===== config.mk =====
export PLATFORM = sky130hd
export DESIGN_NAME = mux_arb_nto1
export DESIGN_NICKNAME = d
export VERILOG_FILES = /design/src/rtl/mux_arb_nto1.sv
export SDC_FILE = /design/constraint.sdc
export NUM_CORES = 1
export LEC_CHECK = 0
export BUFFER_PORTS_ARGS = -buffer_cell sky130_fd_sc_hd__buf_2
export CAP_MARGIN = 20
export CORE_ASPECT_RATIO = 2
export CORE_MARGIN = 1.5
export CORE_UTILIZATION = 45
export DETAILED_ROUTE_END_ITERATION = 10
export HOLD_SLACK_MARGIN = 0.12
export PLACE_DENSITY = 0.77
export SYNTH_ARGS = -nofsm -noshare
export SYNTH_HDL_FRONTEND = slang
export SYNTH_SLANG_ARGS = --single-unit

===== constraint.sdc =====
create_clock -name Clk -period 2.7 [get_ports Clk]
set_input_delay 0.54 -clock Clk [delete_from_list [all_inputs] [get_ports Clk]]
set_output_delay 0.54 -clock Clk [all_outputs]
set_load 0.01 [all_outputs]

===== src/rtl/mux_arb_nto1.sv =====
// N-to-1 selector with a one-deep registered output stage, valid/ready handshake on
// every channel and on the output, and either fixed-select or round-robin arbitration.

module mux_arb_nto1_chk #(
    parameter int WIDTH    = 8,
    parameter int CHANNELS = 4
) (
    input logic                Clk,
    input logic                Reset_n,
    input logic [CHANNELS-1:0] InReady,
    input logic [WIDTH-1:0]    M,
    input logic                MValid,
    input logic                MReady
);

    // A stalled output word must stay put until the consumer takes it.
    hold_a: assert property (@(posedge Clk) disable iff (!Reset_n)
        (MValid && !MReady) |=> (MValid && $stable(M)));

    onehot_a: assert property (@(posedge Clk) disable iff (!Reset_n)
        $onehot0(InReady));

endmodule

module mux_arb_nto1 #(
    parameter int WIDTH    = 8,
    parameter int CHANNELS = 4,
    parameter int SEL_W    = 2
) (
    input  logic                      Clk,
    input  logic                      Reset_n,
    input  logic [CHANNELS*WIDTH-1:0] In,
    input  logic [CHANNELS-1:0]       InValid,
    output logic [CHANNELS-1:0]       InReady,
    input  logic                      Mode,
    input  logic [SEL_W-1:0]          Sel,
    output logic [WIDTH-1:0]          M,
    output logic                      MValid,
    input  logic                      MReady,
    output logic [SEL_W-1:0]          MSrc
);

    logic [CHANNELS-1:0] grant_s;
    logic [SEL_W-1:0]    grant_idx_s;
    logic [SEL_W-1:0]    last_r;
    logic [WIDTH-1:0]    data_s;
    logic                load_en_s;
    logic                xfer_s;
    logic                found_s;
    int                  cand_s;

    // Grant selection: fixed index, or first valid channel after the last winner.
    always_comb begin
        grant_s     = '0;
        grant_idx_s = '0;
        found_s     = 1'b0;
        cand_s      = 0;
        if (Mode == 1'b0) begin
            for (int k = 0; k < CHANNELS; k++) begin
                if (int'(Sel) == k) begin
                    grant_s[k]  = 1'b1;
                    grant_idx_s = SEL_W'(k);
                end else begin
                    grant_s[k] = 1'b0;
                end
            end
        end else begin
            for (int i = 1; i <= CHANNELS; i++) begin
                cand_s = int'(last_r) + i;
                if (cand_s >= CHANNELS) begin
                    cand_s = cand_s - CHANNELS;
                end else begin
                    cand_s = cand_s;
                end
                for (int k = 0; k < CHANNELS; k++) begin
                    if (!found_s && (cand_s == k) && InValid[k]) begin
                        grant_s[k]  = 1'b1;
                        grant_idx_s = SEL_W'(k);
                        found_s     = 1'b1;
                    end else begin
                        found_s = found_s;
                    end
                end
            end
        end
    end

    // Handshake and data steering for the granted channel.
    always_comb begin
        load_en_s = ~MValid | MReady;
        InReady   = grant_s & {CHANNELS{load_en_s}};
        xfer_s    = |(InValid & InReady);
        data_s    = '0;
        for (int k = 0; k < CHANNELS; k++) begin
            if (grant_s[k]) begin
                data_s = In[k*WIDTH +: WIDTH];
            end else begin
                data_s = data_s;
            end
        end
    end

    // Output register and round-robin pointer; Last only moves on round-robin wins.
    always_ff @(posedge Clk or negedge Reset_n) begin
        if (!Reset_n) begin
            M      <= '0;
            MValid <= 1'b0;
            MSrc   <= '0;
            last_r <= SEL_W'(CHANNELS - 1);
        end else if (xfer_s) begin
            M      <= data_s;
            MSrc   <= grant_idx_s;
            MValid <= 1'b1;
            if (Mode) begin
                last_r <= grant_idx_s;
            end else begin
                last_r <= last_r;
            end
        end else if (MReady) begin
            MValid <= 1'b0;
        end else begin
            MValid <= MValid;
        end
    end

    mux_arb_nto1_chk #(.WIDTH(WIDTH), .CHANNELS(CHANNELS)) u_chk (
        .Clk     (Clk),
        .Reset_n (Reset_n),
        .InReady (InReady),
        .M       (M),
        .MValid  (MValid),
        .MReady  (MReady)
    );

endmodule


==> summary.txt, run 1 <==
Global route
  – Vias in the first global route: about 1300
  – Maximum number of pins on one net before global-route repair: 28
  – Antenna violations before repair: 0
  – First-pass GRT wire length: 5.630 mm
  – Tot GR Track Use: 24.61%
  – GRT overflow: 0

Worst setup path
  – Max FO, Critical Path: 17
  – Crit path capture: InReady[3]
  – Required time of the critical path: 2.16 ns
  – CP startpoint: last_r[1]
  – Startpoint Class: flop
  – RR Endpoint: MSrc[0]
  – Flop-to-flop setup slack: 0.52 ns
  – Crit Path Class: reg -> out
  – Nature of the critical path endpoint: output pin
  – Reg2reg path depth: 5
  – Reg2Reg Launch Point: last_r[1]
  – Worst EP arrival: approximately 1.8 ns

Die
  – Initial Util: 48.03%
  – Site Rows: 26
  – Die height: 77.54 microns
  – Die Area: 3122 sq um
  – Width of the die: 40.27 microns
  – Ports: 57
  – CORE AREA: about 2600 sq um

Clock tree
  – Clock sink total: 13
  – Root buffer cell: clkbuf_8
  – Clock buffer depth: 2
  – Hold-fix buffers at CTS: 0
  – PostCTS Resize Cnt: 0
  – Num CTS Buffers: 3
  – Post-CTS setup buffer count: 0
  – H-tree level count: 1
  – CTS tree: built
  – Worst skew pair latency: 0.24 ns
  – Clock Pin Slew Worst Setup and Hold Paths: 0.05 ns

Final layout
  – Leading cell type in the layout, fill and taps excluded: buf_2
  – Area taken by multi-input logic gates: just over 800 sq um
  – Final nets: between 200 and 300
  – # diodes: 0
  – Fillers: roughly 250
  – Fin util: about three fifths
  – Most frequent cells in the layout: 56 x buf_2, 16 x a21oi_1, 15 x nand2b_1, 15 x nor2_1, 13 x nand2_1
  – Area growth, synth to finish: 22.52%
  – Register area: approximately 330 sq um
  – Layout cells sized above 1: roughly 34%

STA
  – Final hold vios: 0
  – Final period util: around 87%
  – Setup-failing EPs final: 0
  – Max-slew violations: 0
  – Max Clock Freq: approximately 430 MHz
  – Clk_skew: 0.002075 ns
  – Slew margin rel.: between 60% and 70%
  – Final TNS setup: 0 ns
  – Tightest Pin Transition: approximately 0.52 ns
  – Minimum clock period: ~2.3 ns
  – RSZ-0062 raised after global routing: false

Power
  – Clock network fraction of total power: ~13%
  – P_sw: 536.3 uW
  – Internal power: 723.4 uW
  – VDD IR max: about 0.61 mV
  – Leak: ~0.7 nW
  – Logic pwr share: 54.1%
  – Sw Share: between 40% and 50%
  – Pwr dens: 822.5 nW/um^2
  – Reg power frac: 32.5%

Logic synthesis
  – Post-Synthesis Cells: 160
  – Mapped Nets: a little over 200
  – Syn_area_per_cell: approximately 7.8 sq um
  – Syn Std Cell Area: between 1000 and 1500 sq um
  – Number of distinct library cells after synthesis: 39
  – FF+latch count, synth: 13
  – Post-synthesis sequential area ratio: 26.23%
  – Synth Warn #: 0

Place
  – Post-DP HPWL: approximately 2.8 mm
  – Routability cong.: roughly 0.77
  – I/O Buffers: 56

Job
  – Max-Cap Viols: 0

Detailed routing
  – Post-Route WL: ~3.5 mm
  – Number of remaining DRC errors: 0
  – Vias per cell: approximately 6.0
  – Vias: 1413
  – First-pass DRT Iterations: 4
  – Post-DRT Antenna Nets: 0
  – DR WL/cell: between 10 and 15 microns
  – DR iter-0 viols: between 50 and 60

Worst hold path
  – Hold Path Class: in -> async

Run status
  – Status: completed
-- routing by layer --
metal	wire, microns	up-vias	global-route usage [%]	part of all wire [%]
li1	-	680	-	-
met5	0	-	0	0
met4	223	0	16.67	6.4
met1	1221	646	30.02	35
met2	1830	69	38.55	53
met3	210	18	1.429	6.0
-- how the worst min path moves through the flow --
stage	slack [ns]	start	cells after the start	endpoint
final	0.17	Reset_n	1	M[4]
after global routing	0.19	Reset_n	1	M[5]
after CTS	0.18	Reset_n	1	MSrc[1]
after detailed placement	0.43	Reset_n	1	M[0]
after global placement	0.43	Reset_n	1	MValid
after floorplan	0.24	Reset_n	0	MSrc[0]
-- final cells by class --
class	count	area share, %
Multi-Input combinational cell	128	53.10
Sequential cell	13	21.41
Timing Repair Buffer	58	19.28
Clock buffer	4	2.941
Tap cell	28	2.288
Inverter	4	0.9804
-- synthesized netlist by cell type, drive strengths merged --
cell type / number / share of area (%)
a21oi: 17 / 7.1
nand2b: 15 / 7.5
nor2: 15 / 4.5
nand2: 13 / 3.9
o21ai: 12 / 4.8
dfrtp: 11 / 22
buf: 10 / 6.0
a31oi: 9 / 5.0
a221o: 8 / 6.4
o21a: 8 / 4.8
clkbuf: 5 / 1.5
and2: 4 / 2.0
inv: 4 / 1.2
nor2b: 3 / 1.5
dfstp: 2 / 4.2
mux2i: 2 / 1.6
nand3: 2 / 0.80
nor3: 2 / 0.80
o22ai: 2 / 1.0
a211oi: 1 / 1.0
a21o: 1 / 0.60
a222oi: 1 / 0.80
a31o: 1 / 0.70
a32oi: 1 / 0.70
a41o: 1 / 0.80
a41oi: 1 / 0.70
and3: 1 / 0.50
and3b: 1 / 0.70
mux2: 1 / 0.90
nor3b: 1 / 0.60
o2111a: 1 / 0.90
o2111ai: 1 / 2.1
o221ai: 1 / 0.70
or4: 1 / 0.90
xor2: 1 / 0.70
-- worst max-delay path, cell delays in order, from the launching register on --
cell and delay, ns:
dfstp_2 0.69, xor2_1 0.18, o221ai_1 0.18, mux2i_1 0.23
and2_1 0.17, buf_2 0.13
-- registers in the layout, summed over array words and instances, names as in the netlist --
register,cells
M,8
MSrc,2
last_r,2
MValid,1
-- cell families after synthesis --
group                  Yosys count  synth area share (%)
XOR/XNOR                         1                0.7008
buffers and inverters           19                 8.708
AND/OR/NAND/NOR                 58                 23.72
multiplexers                     3                 2.503
flip-flops                      13                 26.23
AO/OA/AOI/OAI                   66                 38.14
-- through the flow --
step / std cells / total power [mW] / setup slack, ns / hold WS (ns) / cell area [sq um]
global route: 235 / 1.360 / 0.2534 / 0.1930 / 1531
global placement: 231 / 1.065 / 0.4892 / 0.4269 / 1486
detailed placement: 231 / 1.092 / 0.4103 / 0.4332 / 1486
floorplan: 160 / 0.8936 / 0.4998 / 0.2444 / 1250
finish: 235 / 1.260 / 0.3516 / 0.1707 / 1531
CTS: 235 / 1.262 / 0.3575 / 0.1823 / 1531
-- power by group through the flow --
stage	registers [mW]	clock network [mW]	logic [mW]
5_1_grt	0.426	0.182	0.752
2_1_floorplan	0.393	0	0.501
6_report	0.409	0.169	0.681
4_1_cts	0.409	0.168	0.685
3_5_place_dp	0.409	0	0.683
3_3_place_gp	0.404	0	0.661
No activity file was read; power rests on OpenSTA's default activity.
==> run 2: changes to the inputs <==
==> constraint.sdc (replaced) <==
create_clock -name Clk -period 2.37 [get_ports Clk]
set_input_delay 0.474 -clock Clk [delete_from_list [all_inputs] [get_ports Clk]]
set_output_delay 0.474 -clock Clk [all_outputs]
set_load 0.01 [all_outputs]
==> summary.txt, run 2 (synthesis gave the netlist of run 1 again) <==
STA
  – Tightest Pin Transition: between 0.5 and 0.6 ns
  – Final hold vios: 0
  – Max Clock Freq: around 440 MHz
  – Max-slew violations: 0
  – Setup-failing EPs final: 0
  – Clk_skew: between 0.006 and 0.007 ns
  – RSZ-0062 raised after global routing: false
  – Slew margin rel.: around two thirds
  – Final WS setup: 0.07936 ns
  – Final period util: 96.65%
  – Minimum clock period: between 2 and 2.5 ns
  – Final TNS setup: 0 ns

Worst setup path
  – Worst EP arrival: roughly 1.8 ns
  – Reg2Reg Launch Point: last_r[1]
  – Flop-to-flop setup slack: approximately 0.22 ns
  – RR Endpoint: last_r[1]
  – Crit Path Class: reg -> out
  – Reg2reg path depth: 7
  – Startpoint Class: flop
  – Required time of the critical path: ~1.9 ns
  – Max FO, Critical Path: 17
  – Nature of the critical path endpoint: output pin

Clock tree
  – Worst skew pair latency: approximately 0.24 ns
  – H-tree level count: 1
  – Num CTS Buffers: 3
  – Post-CTS setup buffer count: 0
  – CTS tree: built
  – Clock Pin Slew Worst Setup and Hold Paths: approximately 0.060 ns
  – Clock buffer depth: 2
  – Clock sink total: 13
  – Root buffer cell: clkbuf_8

Worst hold path
  – Hold Crit Endpoint: M[3]
  – HP Start: In[27]
  – Hold depth: 3
  – Hold Path Class: in -> reg

Final layout
  – Top Registers: M (8), MSrc (2), last_r (2)
  – Non-Filler Instances: roughly 240
  – Final nets: roughly 250
  – Fillers: between 200 and 300
  – Max reg flops: 8
  – Fin util: 59.76%
  – Most frequent cells in the layout: 56 x buf_2, 16 x a21oi_1, 15 x nand2b_1, 15 x nor2_1, 13 x nand2_1
  – Area growth, synth to finish: 24.42%
  – Register name with the most flops: M
  – Layout cells sized above 1: between 30% and 40%
  – # diodes: 0
  – Leading cell type in the layout, fill and taps excluded: buf_2

Die
  – Site Rows: 26
  – Die Area: roughly 3100 sq um
  – Width of the die: between 40 and 50 microns
  – CORE AREA: 2603 sq um
  – Die height: approximately 78 microns
  – Ports: between 50 and 60
  – Initial Util: 48.03%

Global route
  – Antenna violations before repair: 0
  – GRT overflow: 0
  – M1 GR Usage: between 20% and 30%
  – Met3 Usage GRT: under 10%
  – First-pass GRT wire length: just under 6 mm
  – Tot GR Track Use: a little over a quarter
  – Vias in the first global route: 1367
  – Maximum number of pins on one net before global-route repair: 28
  – Busiest grt layer: met2
  – Global Route met2 Usage: between 40% and 50%

Detailed routing
  – DR iter-0 viols: 51
  – Vias per cell: slightly above 6
  – Post-DRT Antenna Nets: 0
  – Vias: about 1400
  – Post-Route WL: 3.706 mm
  – Number of remaining DRC errors: 0
  – First-pass DRT Iterations: 4
  – DR WL/cell: roughly 16 microns

Place
  – Inst Count DP: approximately 230
  – I/O Buffers: 56
  – Routability cong.: ~0.78
  – Post-Place Worst Slack: between 0.2 and 0.25 ns
  – Post-DP HPWL: ~3 mm

Job
  – Max-Cap Viols: 0

Power
  – Leak: a little over 0.7 nW
  – Pwr dens: ~950 nW/um^2
  – VDD IR max: ~0.64 mV

Run status
  – Status: completed
-- run 2: cell types whose count changed in the layout (fill, tap and decap cells not counted), sizes merged --
| cell | before | now |
|---|---|---|
| dlygate4sd3 | 0 | 1 |
-- run 2: worst max-delay path by stage --
| stage | start | end | slack (ns) | cells past startpoint |
|---|---|---|---|---|
| floorplan | last_r[0] | InReady[3] | 0.26 | 5 |
| global placement | last_r[1] | last_r[1] | 0.29 | 7 |
| detailed placement | Mode | M[7] | 0.21 | 7 |
| CTS | last_r[1] | InReady[3] | 0.08 | 5 |
| global route | last_r[0] | InReady[2] | 0.003 | 5 |
| finish | last_r[1] | InReady[3] | 0.08 | 5 |
-- run 2: metal layers --
metal / up-vias / part of all wire (%)
met1: 678 / 35
met5: - / 0
met4: 0 / 3.1
li1: 682 / -
met3: 12 / 4.6
met2: 64 / 57
-- run 2: power breakdown --
part           switching, mW  internal [mW]  total [mW]
clock                 0.0782          0.119       0.197
combinational          0.434          0.374       0.808
sequential             0.121          0.351       0.472
total                  0.633          0.844        1.48
-- run 2: critical path: stages, from the launching register on --
cell      delay (ns)
dfstp_2         0.69
xor2_1          0.17
o221ai_1        0.19
mux2i_1         0.24
and2_1          0.15
buf_2           0.12
-- run 2: area by class of cell --
type,instances,area [sq um],share of cell area (%)
clock buffer,4,45.04,2.896
sequential,13,327.8,21.08
inverter,4,15.01,0.9654
tap,28,35.03,2.253
multi-input combinational,128,814.5,52.37
timing repair buffer,59,317.8,20.43
-- run 2: what timing repair did --
action	4_1_cts	5_1_grt
resized for setup	0	1
setup endpoints to repair	0	2
hold buffers	1	0
hold endpoints to repair	11	0
-- run 2: stage by stage --
step	hold WS [ns]	power, mW	instance area, sq um
3_5_place_dp	0.3718	1.280	1499
3_3_place_gp	0.3725	1.247	1499
6_report	0.4990	1.477	1555
5_1_grt	0.5069	1.582	1555
4_1_cts	0.4974	1.478	1554
2_1_floorplan	0.1784	1.018	1250
==> run 3: changes to the inputs <==
--- a/config.mk
+++ b/config.mk
@@ -12,7 +12,7 @@
 export CORE_UTILIZATION = 45
 export DETAILED_ROUTE_END_ITERATION = 10
 export HOLD_SLACK_MARGIN = 0.12
-export PLACE_DENSITY = 0.77
+export PLACE_DENSITY_LB_ADDON = 0.3
 export SYNTH_ARGS = -nofsm -noshare
 export SYNTH_HDL_FRONTEND = slang
 export SYNTH_SLANG_ARGS = --single-unit
==> summary.txt, run 3 (synthesis gave the netlist of run 1 again) <==
Run status
  – Status: completed

Detailed routing
  – Vias per cell: 5.855
  – Post-DRT Antenna Nets: 0
  – Vias: about 1400
  – Number of remaining DRC errors: 0
  – DR iter-0 viols: 52
  – Post-Route WL: 3.728 mm
  – DR WL/cell: ~15 microns
  – First-pass DRT Iterations: 4

Place
  – I/O Buffers: between 50 and 60
  – Post-DP HPWL: 2.905 mm
  – Routability cong.: 0.8296

Worst setup path
  – Startpoint Class: flop
  – CP startpoint: last_r[0]
  – Nature of the critical path endpoint: output pin
  – Flop-to-flop setup slack: roughly 0.17 ns
  – Worst EP arrival: 1.87 ns
  – Critical path's largest stage delay: 0.64 ns
  – Crit Path Class: reg -> out
  – Crit-path cells: xor2_1, o221ai_1, mux2i_1, and2_1, buf_2
  – Reg2Reg Launch Point: last_r[1]
  – Reg2reg path depth: 8
  – Worst path slowest cell: dfstp_2
  – RR Endpoint: M[5]
  – Max FO, Critical Path: 11
  – Required time of the critical path: approximately 1.9 ns

STA
  – Max Clock Freq: between 400 and 500 MHz
  – Slew margin rel.: about two thirds
  – Setup-failing EPs final: 0
  – Clk_skew: slightly below 0.0009 ns
  – Final TNS setup: 0 ns
  – Minimum clock period: around 2.3 ns
  – Final hold vios: 0
  – Max-slew violations: 0
  – Final period util: between 90% and 100%
  – Tightest Pin Transition: slightly above 0.5 ns

Clock tree
  – Root buffer cell: clkbuf_8
  – H-tree level count: 1
  – Num CTS Buffers: 3
  – Clock buffer depth: 2
  – Clock Pin Slew Worst Setup and Hold Paths: ~0.050 ns
  – Clock sink total: 13
  – CTS tree: built
  – Worst skew pair latency: roughly 0.24 ns

Global route
  – Antenna violations before repair: 0
  – Maximum number of pins on one net before global-route repair: 18
  – GRT overflow: 0
  – M1 GR Usage: between 20 and 30%
  – Vias in the first global route: approximately 1300
  – Global Route met2 Usage: a little under half
  – Met3 Usage GRT: about 1.4%
  – First-pass GRT wire length: 5.851 mm
  – Tot GR Track Use: 25.63%
  – Busiest grt layer: met2

Die
  – Width of the die: about 40 microns
  – CORE AREA: around 2600 sq um
  – Site Rows: 26
  – Initial Util: approximately 48%
  – Die Area: around 3100 sq um
  – Ports: 57
  – Die height: roughly 78 microns

Power
  – Leak: 0.7328 nW
  – VDD IR max: between 0.5 and 0.6 mV
  – Pwr dens: roughly 930 nW/um^2
  – Power Total: around 1.5 mW

Final layout
  – Register name with the most flops: M
  – Area growth, synth to finish: 26.83%
  – Layout cells sized above 1: roughly 36%
  – Top Registers: M (8), MSrc (2), last_r (2)
  – Leading cell type in the layout, fill and taps excluded: buf_2
  – Max reg flops: 8
  – Most frequent cells in the layout: 57 x buf_2, 16 x a21oi_1, 15 x nand2b_1, 15 x nor2_1, 13 x nand2_1
  – # diodes: 0
  – Fin util: about three fifths
  – Final nets: about 260

Worst hold path
  – HP Start: In[30]
  – Hold Crit Endpoint: M[6]
  – Hold Path Class: in -> reg
  – Hold depth: 3

Job
  – Max-Cap Viols: 0
[run 3: cell type report]
class | instances | area [sq um]
clock buffers | 4 | 45.04
repair buffers | 65 | 347.8
inverters | 4 | 15.01
well taps | 28 | 35.03
fillers | 250 | 1017
multi-input cells | 128 | 814.5
flip-flops and latches | 13 | 327.8
[run 3: routing by layer]
metal / up-vias / part of all wire [%]
li1: 692 / -
met1: 651 / 35
met2: 65 / 57
met3: 9 / 5.3
met4: 0 / 3.1
met5: - / 0
[run 3: metrics by stage]
stage,area (sq um),instances,hold slack [ns],setup slack (ns)
2_1_floorplan,1250,160,0.1784,0.2605
3_3_place_gp,1509,234,0.3588,0.2935
3_5_place_dp,1509,234,0.3699,0.2189
4_1_cts,1572,240,0.4802,0.02158
5_1_grt,1585,242,0.4988,-0.04317
6_report,1585,242,0.4809,0.02893
[run 3: worst max-delay path, delay by kind of cell (launching register included)]
| kind | cells | cell delay [ns] |
|---|---|---|
| flops | 1 | 0.64 |
| buf+inv | 1 | 0.13 |
| mux | 1 | 0.27 |
| xor+xnor | 1 | 0.19 |
| simple gates | 1 | 0.18 |
| compound gates | 1 | 0.21 |
[run 3: worst max-delay path by stage]
stage	end	slack [ns]	cells past startpoint
global route	InReady[3]	-0.04	5
finish	InReady[3]	0.03	5
detailed placement	MSrc[0]	0.22	5
floorplan	InReady[3]	0.26	5
global placement	MSrc[0]	0.29	5
CTS	InReady[3]	0.02	5
[run 3: where the power goes]
group	internal, mW	switching, mW	leakage (nW)
clock network	0.118	0.0746	0.0228
registers	0.351	0.0986	0.149
logic	0.380	0.457	0.561
total	0.849	0.630	0.733
[run 3: repair_timing]
item                                    4_1_cts  5_1_grt
buffers inserted                              1        2
hold buffers                                  1        0
gates resized for setup                       0        1
endpoints found under the setup margin        1        2
endpoints found under the hold margin        11        0
